`src/rtl/fft_input_buffer_if.sv`:
```
// Port bundle for the FFT input buffer: the upstream sample stream in, the parallel frame out.
// The master modport drives samples; the slave modport belongs to fft_input_buffer.
interface fft_input_buffer_if #(
  parameter int DATA_W = 16
);
  logic                  in_valid;
  logic [DATA_W-1:0]     in_data;
  logic                  frame_valid;
  logic [7:0]            frame_cnt;
  logic [2*DATA_W-1:0]   buf_data0_out;
  logic [2*DATA_W-1:0]   buf_data1_out;
  logic [2*DATA_W-1:0]   buf_data2_out;
  logic [2*DATA_W-1:0]   buf_data3_out;
  logic [2*DATA_W-1:0]   buf_data4_out;
  logic [2*DATA_W-1:0]   buf_data5_out;
  logic [2*DATA_W-1:0]   buf_data6_out;
  logic [2*DATA_W-1:0]   buf_data7_out;
  logic [2*DATA_W-1:0]   buf_data8_out;
  logic [2*DATA_W-1:0]   buf_data9_out;
  logic [2*DATA_W-1:0]   buf_data10_out;
  logic [2*DATA_W-1:0]   buf_data11_out;
  logic [2*DATA_W-1:0]   buf_data12_out;
  logic [2*DATA_W-1:0]   buf_data13_out;
  logic [2*DATA_W-1:0]   buf_data14_out;
  logic [2*DATA_W-1:0]   buf_data15_out;

  modport master (
    output in_valid, in_data,
    input  frame_valid, frame_cnt,
    input  buf_data0_out, buf_data1_out, buf_data2_out, buf_data3_out,
    input  buf_data4_out, buf_data5_out, buf_data6_out, buf_data7_out,
    input  buf_data8_out, buf_data9_out, buf_data10_out, buf_data11_out,
    input  buf_data12_out, buf_data13_out, buf_data14_out, buf_data15_out
  );

  modport slave (
    input  in_valid, in_data,
    output frame_valid, frame_cnt,
    output buf_data0_out, buf_data1_out, buf_data2_out, buf_data3_out,
    output buf_data4_out, buf_data5_out, buf_data6_out, buf_data7_out,
    output buf_data8_out, buf_data9_out, buf_data10_out, buf_data11_out,
    output buf_data12_out, buf_data13_out, buf_data14_out, buf_data15_out
  );
endinterface

```
`src/rtl/fft_input_buffer.sv`:
```
// Serial-to-parallel front end for the 16-point FFT: gathers 16 real samples into a frame
// and presents them as complex words {real, 16'h0000} in a separate, held output bank.
module fft_input_buffer #(
  parameter int DATA_W   = 16,
  parameter int N_POINTS = 16
) (
  input  logic              clk,
  input  logic              rst,
  fft_input_buffer_if.slave bus
);
  localparam int CNT_W  = $clog2(N_POINTS);
  localparam int WORD_W = 2 * DATA_W;

  logic [CNT_W-1:0]  cnt_q, cnt_d;
  logic [DATA_W-1:0] cap_q [N_POINTS-1];
  logic [DATA_W-1:0] cap_d [N_POINTS-1];
  logic [WORD_W-1:0] out_q [N_POINTS];
  logic [WORD_W-1:0] out_d [N_POINTS];
  logic              frame_valid_q, frame_valid_d;
  logic [7:0]        frame_cnt_q, frame_cnt_d;

  // Next-state: capture a sample, or on the last sample publish the whole frame at once.
  always_comb begin
    cnt_d         = cnt_q;
    cap_d         = cap_q;
    out_d         = out_q;
    frame_valid_d = 1'b0;
    frame_cnt_d   = frame_cnt_q;
    if (bus.in_valid) begin
      if (cnt_q == CNT_W'(N_POINTS - 1)) begin
        // The final sample goes straight to the last word; it never needs a capture slot.
        for (int k = 0; k < N_POINTS - 1; k++) begin
          out_d[k] = {cap_q[k], {DATA_W{1'b0}}};
        end
        out_d[N_POINTS-1] = {bus.in_data, {DATA_W{1'b0}}};
        cnt_d             = {CNT_W{1'b0}};
        frame_valid_d     = 1'b1;
        frame_cnt_d       = frame_cnt_q + 8'd1;
      end else begin
        for (int k = 0; k < N_POINTS - 1; k++) begin
          if (cnt_q == CNT_W'(k)) begin
            cap_d[k] = bus.in_data;
          end else begin
            cap_d[k] = cap_q[k];
          end
        end
        cnt_d = cnt_q + CNT_W'(1);
      end
    end else begin
      cnt_d = cnt_q;
    end
  end

  // State registers; reset clears both banks and discards any partial frame.
  always_ff @(posedge clk) begin
    if (rst) begin
      cnt_q         <= {CNT_W{1'b0}};
      frame_valid_q <= 1'b0;
      frame_cnt_q   <= 8'd0;
      for (int k = 0; k < N_POINTS - 1; k++) begin
        cap_q[k] <= {DATA_W{1'b0}};
      end
      for (int k = 0; k < N_POINTS; k++) begin
        out_q[k] <= {WORD_W{1'b0}};
      end
    end else begin
      cnt_q         <= cnt_d;
      frame_valid_q <= frame_valid_d;
      frame_cnt_q   <= frame_cnt_d;
      cap_q         <= cap_d;
      out_q         <= out_d;
    end
  end

  assign bus.frame_valid    = frame_valid_q;
  assign bus.frame_cnt      = frame_cnt_q;
  assign bus.buf_data0_out  = out_q[0];
  assign bus.buf_data1_out  = out_q[1];
  assign bus.buf_data2_out  = out_q[2];
  assign bus.buf_data3_out  = out_q[3];
  assign bus.buf_data4_out  = out_q[4];
  assign bus.buf_data5_out  = out_q[5];
  assign bus.buf_data6_out  = out_q[6];
  assign bus.buf_data7_out  = out_q[7];
  assign bus.buf_data8_out  = out_q[8];
  assign bus.buf_data9_out  = out_q[9];
  assign bus.buf_data10_out = out_q[10];
  assign bus.buf_data11_out = out_q[11];
  assign bus.buf_data12_out = out_q[12];
  assign bus.buf_data13_out = out_q[13];
  assign bus.buf_data14_out = out_q[14];
  assign bus.buf_data15_out = out_q[15];
endmodule
```
`src/flat_wrapper.sv`:
```
// flat-port wrapper written by rule: the top's interface ports become plain ports
module fft_input_buffer_flat 
#(
  parameter int DATA_W   = 16,
  parameter int N_POINTS = 16
)
  (clk, rst, bus_in_valid, bus_in_data, bus_frame_valid, bus_frame_cnt, bus_buf_data0_out, bus_buf_data1_out, bus_buf_data2_out, bus_buf_data3_out, bus_buf_data4_out, bus_buf_data5_out, bus_buf_data6_out, bus_buf_data7_out, bus_buf_data8_out, bus_buf_data9_out, bus_buf_data10_out, bus_buf_data11_out, bus_buf_data12_out, bus_buf_data13_out, bus_buf_data14_out, bus_buf_data15_out);
  fft_input_buffer_if #(.DATA_W(DATA_W)) bus_i ();
  input  logic clk;
  input  logic rst;
  input wire logic [$bits(bus_i.in_valid)-1:0] bus_in_valid;
  input wire logic [$bits(bus_i.in_data)-1:0] bus_in_data;
  output wire logic [$bits(bus_i.frame_valid)-1:0] bus_frame_valid;
  output wire logic [$bits(bus_i.frame_cnt)-1:0] bus_frame_cnt;
  output wire logic [$bits(bus_i.buf_data0_out)-1:0] bus_buf_data0_out;
  output wire logic [$bits(bus_i.buf_data1_out)-1:0] bus_buf_data1_out;
  output wire logic [$bits(bus_i.buf_data2_out)-1:0] bus_buf_data2_out;
  output wire logic [$bits(bus_i.buf_data3_out)-1:0] bus_buf_data3_out;
  output wire logic [$bits(bus_i.buf_data4_out)-1:0] bus_buf_data4_out;
  output wire logic [$bits(bus_i.buf_data5_out)-1:0] bus_buf_data5_out;
  output wire logic [$bits(bus_i.buf_data6_out)-1:0] bus_buf_data6_out;
  output wire logic [$bits(bus_i.buf_data7_out)-1:0] bus_buf_data7_out;
  output wire logic [$bits(bus_i.buf_data8_out)-1:0] bus_buf_data8_out;
  output wire logic [$bits(bus_i.buf_data9_out)-1:0] bus_buf_data9_out;
  output wire logic [$bits(bus_i.buf_data10_out)-1:0] bus_buf_data10_out;
  output wire logic [$bits(bus_i.buf_data11_out)-1:0] bus_buf_data11_out;
  output wire logic [$bits(bus_i.buf_data12_out)-1:0] bus_buf_data12_out;
  output wire logic [$bits(bus_i.buf_data13_out)-1:0] bus_buf_data13_out;
  output wire logic [$bits(bus_i.buf_data14_out)-1:0] bus_buf_data14_out;
  output wire logic [$bits(bus_i.buf_data15_out)-1:0] bus_buf_data15_out;
  assign bus_i.in_valid = bus_in_valid;
  assign bus_i.in_data = bus_in_data;
  assign bus_frame_valid = bus_i.frame_valid;
  assign bus_frame_cnt = bus_i.frame_cnt;
  assign bus_buf_data0_out = bus_i.buf_data0_out;
  assign bus_buf_data1_out = bus_i.buf_data1_out;
  assign bus_buf_data2_out = bus_i.buf_data2_out;
  assign bus_buf_data3_out = bus_i.buf_data3_out;
  assign bus_buf_data4_out = bus_i.buf_data4_out;
  assign bus_buf_data5_out = bus_i.buf_data5_out;
  assign bus_buf_data6_out = bus_i.buf_data6_out;
  assign bus_buf_data7_out = bus_i.buf_data7_out;
  assign bus_buf_data8_out = bus_i.buf_data8_out;
  assign bus_buf_data9_out = bus_i.buf_data9_out;
  assign bus_buf_data10_out = bus_i.buf_data10_out;
  assign bus_buf_data11_out = bus_i.buf_data11_out;
  assign bus_buf_data12_out = bus_i.buf_data12_out;
  assign bus_buf_data13_out = bus_i.buf_data13_out;
  assign bus_buf_data14_out = bus_i.buf_data14_out;
  assign bus_buf_data15_out = bus_i.buf_data15_out;
  fft_input_buffer #(.DATA_W(DATA_W), .N_POINTS(N_POINTS)) u_core (.clk(clk), .rst(rst), .bus(bus_i));
endmodule
```
`config.mk`:
```
export PLATFORM = sky130hd
export DESIGN_NAME = fft_input_buffer_flat
export DESIGN_NICKNAME = d
export VERILOG_FILES = /design/src/rtl/fft_input_buffer_if.sv /design/src/rtl/fft_input_buffer.sv /design/src/flat_wrapper.sv
export SDC_FILE = /design/constraint.sdc
export NUM_CORES = 1
export LEC_CHECK = 0
export ABC_CLOCK_PERIOD_IN_PS = 3720
export CORE_AREA = 5 5 209 211
export DETAILED_ROUTE_END_ITERATION = 8
export DIE_AREA = 0 0 214 216
export PLACE_DENSITY = 0.83
export SYNTH_ARGS = -nofsm -noshare
export SYNTH_HDL_FRONTEND = slang
export SYNTH_SLANG_ARGS = --single-unit
```
`constraint.sdc`:
```
create_clock -name clk -period 3.72 [get_ports clk]
set_input_delay 0.372 -clock clk [delete_from_list [all_inputs] [get_ports clk]]
set_output_delay 0.372 -clock clk [all_outputs]
set_load 0.01 [all_outputs]
```
; After elaboration in Yosys (flattened, before gate mapping)
; Index checks and enable logic that the tools add are counted.
[word_totals]
register_bits = 509
out_inout_bits = 521
wordCells = 73
[classes]
add_sub_neg = 2
n_eq_ne = 15
muxes = 2
n_bitwise = 2
reduce_logical = 18
[ops]
columns = op, n
row1 = $reduce_and A3 Y1, 15
row2 = $eq A4 B4 Y1 const B, 8
row3 = $eq A4 B3 Y1 const B, 4
row4 = $add A8 B1 Y8 const B, 1
row5 = $eq A4 B2 Y1 const B, 2
row6 = $add A4 B1 Y4 const B, 1
row7 = $eq A4 B1 Y1 const B, 1
row8 = $logic_not A4 Y1, 1
row9 = $mux W4, 1
row10 = $not A1 Y1, 2
row11 = $reduce_and A2 Y1, 1
row12 = $reduce_or A2 Y1, 1
row13 = $mux W1, 1

; Longest topological paths before layout
; Gate-level depths: netlist of the first run.
[logic_depth]
depth_word = 3
mapped_depth = 8
ltp_nobuf = 5

; Worst setup path after synthesis of the first run
; OpenSTA, ideal clock, no wires.
[synth_timing]
path_type = flip-flop to flip-flop
from = reg u_core.cnt_q[0]
to = reg u_core.cap_q[197] in the netlist's numbering
arrival_time_ns = 1.579
t_required_ns = 3.650
setup_slack_ns = 2.071
stages_incl_launch_ff = 9
path_buffers = 3
path_cell_list = dfxtp_1 inv_1 ha_1 clkbuf_1 nor4bb_1 clkbuf_2 buf_2 nand2_1 a21oi_1
[synth_between]
elab_chain_cells = 3
word_cells_on_any_way = 4
[synth_lines]
columns = element, line
row1 = start: declaration, fft_input_buffer.sv:14  ; logic [CNT_W-1:0] cnt_q, cnt_d;
row2 = start signal: assignment, fft_input_buffer.sv:57  ; cnt_q <= {CNT_W{1'b0}};
row3 = start signal: assignment, fft_input_buffer.sv:67  ; cnt_q <= cnt_d;
row4 = $eq A4 B4 Y1, fft_input_buffer.sv:30  ; if (cnt_q == CNT_W'(N_POINTS - 1)) begin
row5 = $not A1 Y1 (no line), --
row6 = $reduce_and A3 Y1 (no line) *, --
row7 = end signal: indexed assignment, fft_input_buffer.sv:61  ; cap_q[k] <= {DATA_W{1'b0}};
row8 = end signal: assignment, fft_input_buffer.sv:70  ; cap_q <= cap_d;
row9 = end: declaration, fft_input_buffer.sv:15  ; logic [DATA_W-1:0] cap_q [N_POINTS-1];
; Mark *: on every way between the ends. The rest lies on a longest branch, timed or not.
; A chain may end at the register's enable or synchronous reset.

; Final worst setup path of the first run
[layout_timing]
from = reg u_core.cnt_q[0]
to = reg u_core.out_q, in the netlist u_core.bus.buf_data5_out[31]
[layout_between]
elab_chain_cells = 2
[layout_lines]
columns = element, line
row1 = $eq A4 B4 Y1, fft_input_buffer.sv:30
row2 = $reduce_and A2 Y1 (no line), --
row3 = end signal: indexed assignment, fft_input_buffer.sv:64  ; out_q[k] <= {WORD_W{1'b0}};
row4 = end signal: assignment, fft_input_buffer.sv:71  ; out_q <= out_d;
row5 = end: declaration, fft_input_buffer.sv:17  ; logic [WORD_W-1:0] out_q [N_POINTS];
; Every way passes these cells.

==> metrics, run 1 <==
largest cells by area after synthesis=dfxtp_1 51%, nand2_1 17%, a21oi_1 11%; Hold Path Depth=2; initial antenna violation count=1; global-route wire length before repair=roughly 85 mm; hpwl dp=36.48 mm; final setup fails=0; vias after detailed routing=16360; share of power burned in registers=0.509; Hold Path End=u_core.bus.buf_data14_out[19]; Final Hold Fails=0; cell area after synthesis=between 20000 and 25000 um2; Worst Path Max Fanout=70; post-CTS setup buffer count=0; required time of the critical path=4.21 ns; clock power share=0.447; vias in the first global route=between 15000 and 20000; pre-CTS WS=approximately 1.3 ns; Worst setup SP type=flop; Layout Nets=~2700; Synth top area share=0.5077; met2 usage=0.3984; setup ws final=1.430 ns; Max Cap Violations=0; Reg clk slew, reported paths=around 0.060 ns; routed vias/inst=roughly 5.1; Final min period=around 2.3 ns; design internal power=~0.0083 W; Comb power frac=0.043; Avg Inst Size Synth=between 8 and 9 um2; Worst slew margin=0.1190; Critical Path End Type=flop; Die Ht=between 200 and 250 um; CP cell instances=ha_1 -> and4_4 -> buf_12 -> nand2_1 -> a21oi_1; CTS Sinks=509; Reg2Reg Setup Slack=between 1 and 1.5 ns; port buffer count=approximately 280; gr busiest metal=met2; pwr dens=about 460 nW/um2; met3 global-route usage=0.04695; clock root cell=clkbuf_16; initial DRC count=approximately 1300; Cells after Synth=2496; GR Util met1=0.2772; Crit-path slowest cell=and4_4; Worst Max-Slew Pin Slew=between 1 and 1.5 ns; worst hold start=rst; WL/cell=17.45 um; row cnt=75; Seq cells post-synth=about 510; Setup Skew=~0.023 ns; Final Wtd Congestion=slightly below 0.8; register area share after synthesis=0.5077; layout cell share with drive strength beyond 1=0.04003; # diodes=0; worst skew pair latency=~0.58 ns; fmax=between 0.4 and 0.5 GHz; I/O pins=540; initial cell density of the core=0.4828; WL final=between 50 and 60 mm; worst hold path type=in -> reg; Unique masters post-synth=34; die width=~210 um; Area growth syn-to-layout=18.08%; post-synthesis async set-or-reset flop share=0; Synth area leader=dfxtp_1; Total Routing Usage GR=0.2277; Worst R2R Path Depth=5; H-tree Lvls=2; clock buffer depth=3; Sw Pwr=between 0.002 and 0.0025 W; RSZ-0062 raised after global routing=false; largest net degree at the start of global routing=roughly 180; synth warn=0; DRC violations left=0; total grt overflow=0; Max VDD drop=roughly 0.33 mV; Leak=8.367 nW; core footprint=41570 um2; die area=approximately 46000 um2; PostCTS Resize Cnt=0; first-pass iteration count of the detailed router=7; CTS Hold Buffers Added=0; Post-synth top cells=905 x nand2_1, 509 x dfxtp_1, 456 x a21oi_1; Routed Antenna Nets=0; Pins Over Slew Limit=0; Worst EP arrival=2.78 ns; reg2reg end=u_core.bus.buf_data5_out[31]; outcome=finished clean; CTS Buf Count=~50; Max stage delay on crit path=0.70 ns; setup_tns=0 ns; CTS tree=yes; Tcrit/Tclk final=0.6156; critical path type=reg -> reg; top-count cell post-synth=nand2_1; Most used DFF post-synth=dfxtp_1; fillers=~3500; sw frac=0.2278; EDFF count, synth=0; FF-to-FF Start=u_core.cnt_q[0]
-- through the flow --
stage | hold WS, ns | cell area [um2] | total power (W) | std cells | utilization
after floorplan | 0.4321 | 21030 | 0.006124 | 2751 | -
after global placement | 0.4365 | 22160 | 0.006073 | 3154 | 0.5330
after detailed placement | 0.4443 | 22160 | 0.006079 | 3154 | 0.5330
after CTS | 0.3599 | 23700 | 0.01085 | 3237 | 0.5701
after global routing | 0.4197 | 23700 | 0.01115 | 3237 | 0.5701
final | 0.3648 | 23700 | 0.01080 | 3237 | 0.5701
-- final cells by class --
class | count | area (um2) | area share
Sequential cell | 509 | 10190 | 0.4300
Multi-Input combinational cell | 1792 | 8127 | 0.3429
Timing Repair Buffer | 311 | 3156 | 0.1332
Clock buffer | 73 | 1426 | 0.06019
Tap cell | 539 | 674.4 | 0.02846
Clock inverter | 10 | 112.6 | 0.004752
Inverter | 3 | 11.26 | 0.0004752
-- layout by cell type (no fill, tap or decap), types with 3 or more instances in the layout --
cell type        count
clkinv_2             4
nand4bb_1            4
nand3_1              3
conb_1             256
dfxtp_1            508
o31ai_1              4
inv_1                3
clkdlybuf4s50_1    281
nand2_1            905
buf_4               19
mux2i_1             49
and4b_1              9
nand2b_1            64
or4_1                5
nor2_1               4
ha_1                 6
buf_12               9
clkbuf_1            13
clkbuf_16           49
clkbuf_8            11
a21oi_1            456
nand4b_1             8
nor4bb_4             3
-- flip-flops by register name (all words and copies together) (netlist names), 16 cells and up --
name                       cells
u_core.bus.buf_data10_out     16
u_core.bus.buf_data14_out     16
u_core.bus.buf_data8_out      16
u_core.bus.buf_data6_out      16
u_core.bus.buf_data0_out      16
u_core.bus.buf_data12_out     16
u_core.bus.buf_data9_out      16
u_core.bus.buf_data4_out      16
u_core.bus.buf_data13_out     16
u_core.bus.buf_data5_out      16
u_core.bus.buf_data11_out     16
u_core.bus.buf_data3_out      16
u_core.cap_q                 240
u_core.bus.buf_data15_out     16
u_core.bus.buf_data2_out      16
u_core.bus.buf_data1_out      16
u_core.bus.buf_data7_out      16
-- power groups by stage --
stage | Sequential [W] | Clock, W | Combinational, W
2_1_floorplan | 0.00562 | 0 | 0.000509
3_3_place_gp | 0.00562 | 0 | 0.000451
3_5_place_dp | 0.00562 | 0 | 0.000456
4_1_cts | 0.00550 | 0.00489 | 0.000457
5_1_grt | 0.00550 | 0.00514 | 0.000504
6_report | 0.00550 | 0.00483 | 0.000470
-- worst max-delay path: cells and delay by family, from the launching register on --
family,cells,cell delay (ns)
AOI/OAI and AO/OA,1,0.15
buffers and inverters,1,0.36
DFF,1,0.44
and+or+nand+nor,2,0.80
adders and majority gates,1,0.44
-- kinds of logic (layout without fill, tap and decap cells) --
kind of cell,count (synthesis),count (layout),share of synthesized area
and+or+nand+nor,1015,1015,0.2085
muxes,50,50,0.02500
buffers and inverters,450,397,0.1377
xor gates and xnor gates,3,3,0.001309
AOI/OAI and AO/OA,462,462,0.1158
DFF,509,509,0.5077
adders and majority gates,6,6,0.003741
other,1,256,0.0001869
-- worst max path at each step --
| stage | startpoint | to | slack (ns) | cells after the start |
|---|---|---|---|---|
| finish | u_core.cnt_q[0] | u_core.bus.buf_data5_out[31] | 1.43 | 5 |
| global route | u_core.cnt_q[0] | u_core.bus.buf_data7_out[21] | 1.19 | 5 |
| CTS | u_core.cnt_q[0] | u_core.bus.buf_data2_out[23] | 1.39 | 5 |
| detailed placement | bus_in_valid | u_core.bus.buf_data1_out[28] | 1.33 | 5 |
| global placement | bus_in_valid | u_core.bus.buf_data5_out[29] | 1.35 | 5 |
| floorplan | u_core.cnt_q[0] | u_core.cap_q[197] | 2.07 | 8 |
-- metal layers --
| layer | vias to the layer above | share of wire |
|---|---|---|
| met2 | 690 | 0.49 |
| met1 | 7738 | 0.40 |
| met4 | 2 | 0.036 |
| met3 | 116 | 0.073 |
| li1 | 7809 | - |
| met5 | - | 0.00012 |
Power figures use the tool's default switching activity.
==> run 2: changes to the inputs <==
- ABC_CLOCK_PERIOD_IN_PS: 3720 -> 2100
- CORE_AREA: 5 5 209 211 -> not set
- CORE_MARGIN: not set -> 5
- CORE_UTILIZATION: not set -> 44
- DIE_AREA: 0 0 214 216 -> not set
- PLACE_DENSITY: 0.83 -> 0.8
- clock period: 3.72 -> 2.1 ns (I/O delays scaled with it)
==> metrics, run 2 (synthesized netlist as in run 1, its figures left out) <==
total grt overflow=0 (unchanged); row cnt=78 (+4.0%); initial antenna violation count=1 (unchanged); required time of the critical path=2.61 ns (-1.60 ns); commonest non-fill, non-tap cells in the layout=905 x nand2_1, 507 x dfxtp_1, 456 x a21oi_1, 281 x clkdlybuf4s50_1, 256 x conb_1; global-route wire length before repair=88.04 mm (+3.1%); WL/cell=17.19 um (-1.5%); commonest non-fill, non-tap cell in the layout=nand2_1; # diodes=0 (unchanged); pre-CTS WS=0.1425 ns (-1.190 ns); CTS Buf Count=50 (+2.0%); critical path type=reg -> reg; Final min period=1.962 ns (-0.3280 ns); worst hold path type=in -> reg; vias in the first global route=15860 (+3.8%); Max Cap Violations=0 (unchanged); Hold Path Depth=2 (unchanged); WL final=57.89 mm (+2.5%); Worst EP arrival=2.47 ns (-0.31 ns); crit path buf inv count=0 (-1); DRC violations left=0 (unchanged); Critical Path End Type=flop; Setup Skew=0.01154 ns (-0.01190 ns); Routed Antenna Nets=0 (unchanged); die area=49980 um2 (+8.1%); Worst Path Max Fanout=15 (-79%); I/O pins=540 (unchanged); Total Routing Usage GR=0.2176 (-0.01014); Layout Nets=2752 (+2.3%); Max VDD drop=0.5771 mV (+73%); setup ws final=0.1378 ns (-1.292 ns); worst skew pair latency=0.58 ns (about the same); outcome=finished clean; pwr dens=811.2 nW/um2 (+78%); clock root cell=clkbuf_16; Top reg by flops=u_core.cap_q; core footprint=45280 um2 (+8.9%); port buffer count=283 (unchanged); Levels on crit path=4 (-1); RSZ-0062 raised after global routing=false; die width=223.6 um (+4.5%); Leak=8.785 nW (+5.0%); Max stage delay on crit path=0.61 ns (-0.09 ns); routed vias/inst=4.933 (-2.4%); Reg clk slew, reported paths=0.06 ns (about the same); CTS tree=yes; initial cell density of the core=0.4432 (-0.03958); fillers=3991 (+13%); CP delay by family, top=simple AND/OR/NAND/NOR gates; hpwl dp=39.21 mm (+7.5%); initial DRC count=1259 (-4.3%); layout cell share with drive strength beyond 1=0.06575 (+0.02572); final setup fails=0 (unchanged); max reg flops=240 (unchanged); Total Power=0.01989 W (+84%); Crit-path slowest cell=or4_1; area of the multi-input gates=8119 um2 (about the same); CP cell instances=ha_1 -> nand4_4 -> or4_1 -> a21oi_1; Worst slew margin=0.5780 (+0.4591); Area growth syn-to-layout=22.19%; CTS Sinks=509 (unchanged); Storage cell area=10190 um2 (about the same); clock buffer depth=3 (unchanged); Worst setup SP type=flop; largest net degree at the start of global routing=98 (-45%); Final Wtd Congestion=0.8053 (+3.4%); Final Hold Fails=0 (unchanged); fmax=0.5096 GHz (+17%); first-pass iteration count of the detailed router=5 (-2); Tcrit/Tclk final=0.9344 (+0.3187); Worst Max-Slew Pin Slew=0.6325 ns (-0.6849 ns); H-tree Lvls=2 (unchanged); Die Ht=223.6 um (+3.5%); vias after detailed routing=16620 (+1.6%); Pins Over Slew Limit=0 (unchanged); setup_tns=0 ns (unchanged); Worst R2R Path Depth=4 (-1)
## run 2: cell count changes in the layout (fill, tap and decap cells not counted), moves of 2 or more
cell        delta
buf_4         +50
clkbuf_8       -2
clkinv_4       +2
clkinv_2       +3
bufinv_16      +3
buf_12        +10
clkbuf_1       -2
clkinvlp_4     +3
clkbuf_16      +2
## run 2: what timing repair did
item	in CTS	in global routing
setup buffers	0	2
resized for setup	0	1
setup endpoints to repair	0	4
hold buffers	0	0
endpoints found under the hold margin	0	0
## run 2: metrics by stage
stage	instances	area [um2]	hold WS, ns	util
3_5_place_dp	3273	22790	0.4446	0.5032
4_1_cts	3366	24510	0.04316	0.5412
6_report	3368	24520	0.06730	0.5416
3_3_place_gp	3273	22790	0.4371	0.5032
5_1_grt	3368	24520	0.06689	0.5416
2_1_floorplan	2751	21030	0.3460	-
## run 2: power breakdown
part	total (W)	leakage (nW)	switching, W	internal [W]
Sequential	0.00974	4.10	0.0000360	0.00971
Combinational	0.000890	3.85	0.000692	0.000198
Clock	0.00926	0.832	0.00382	0.00544
## run 2: cell type report
| class | instances | area share |
|---|---|---|
| inverters | 3 | 0.0004592 |
| clock buffers | 71 | 0.05878 |
| clock inverters | 22 | 0.01133 |
| multi-input cells | 1792 | 0.3311 |
| repair buffers | 371 | 0.1521 |
| flip-flops and latches | 509 | 0.4156 |
| well taps | 600 | 0.03061 |
## run 2: worst paths after layout
check / end / startpoint / slack (ns)
hold reg to reg: u_core.bus.buf_data7_out[26] / u_core.cap_q[122] / 0.45
setup reg to reg: u_core.bus.frame_cnt[5] / u_core.cnt_q[0] / 0.14
setup / recovery: u_core.bus.frame_cnt[5] / u_core.cnt_q[0] / 0.14
hold / removal: u_core.bus.buf_data14_out[31] / rst / 0.07
## run 2: layer usage
layer	GRT usage	part of all wire	routed length (um)
met5	0	0.00019	11
met1	0.2663	0.40	23040
met3	0.04403	0.069	3989
met2	0.3815	0.50	28910
met4	0.07747	0.034	1943
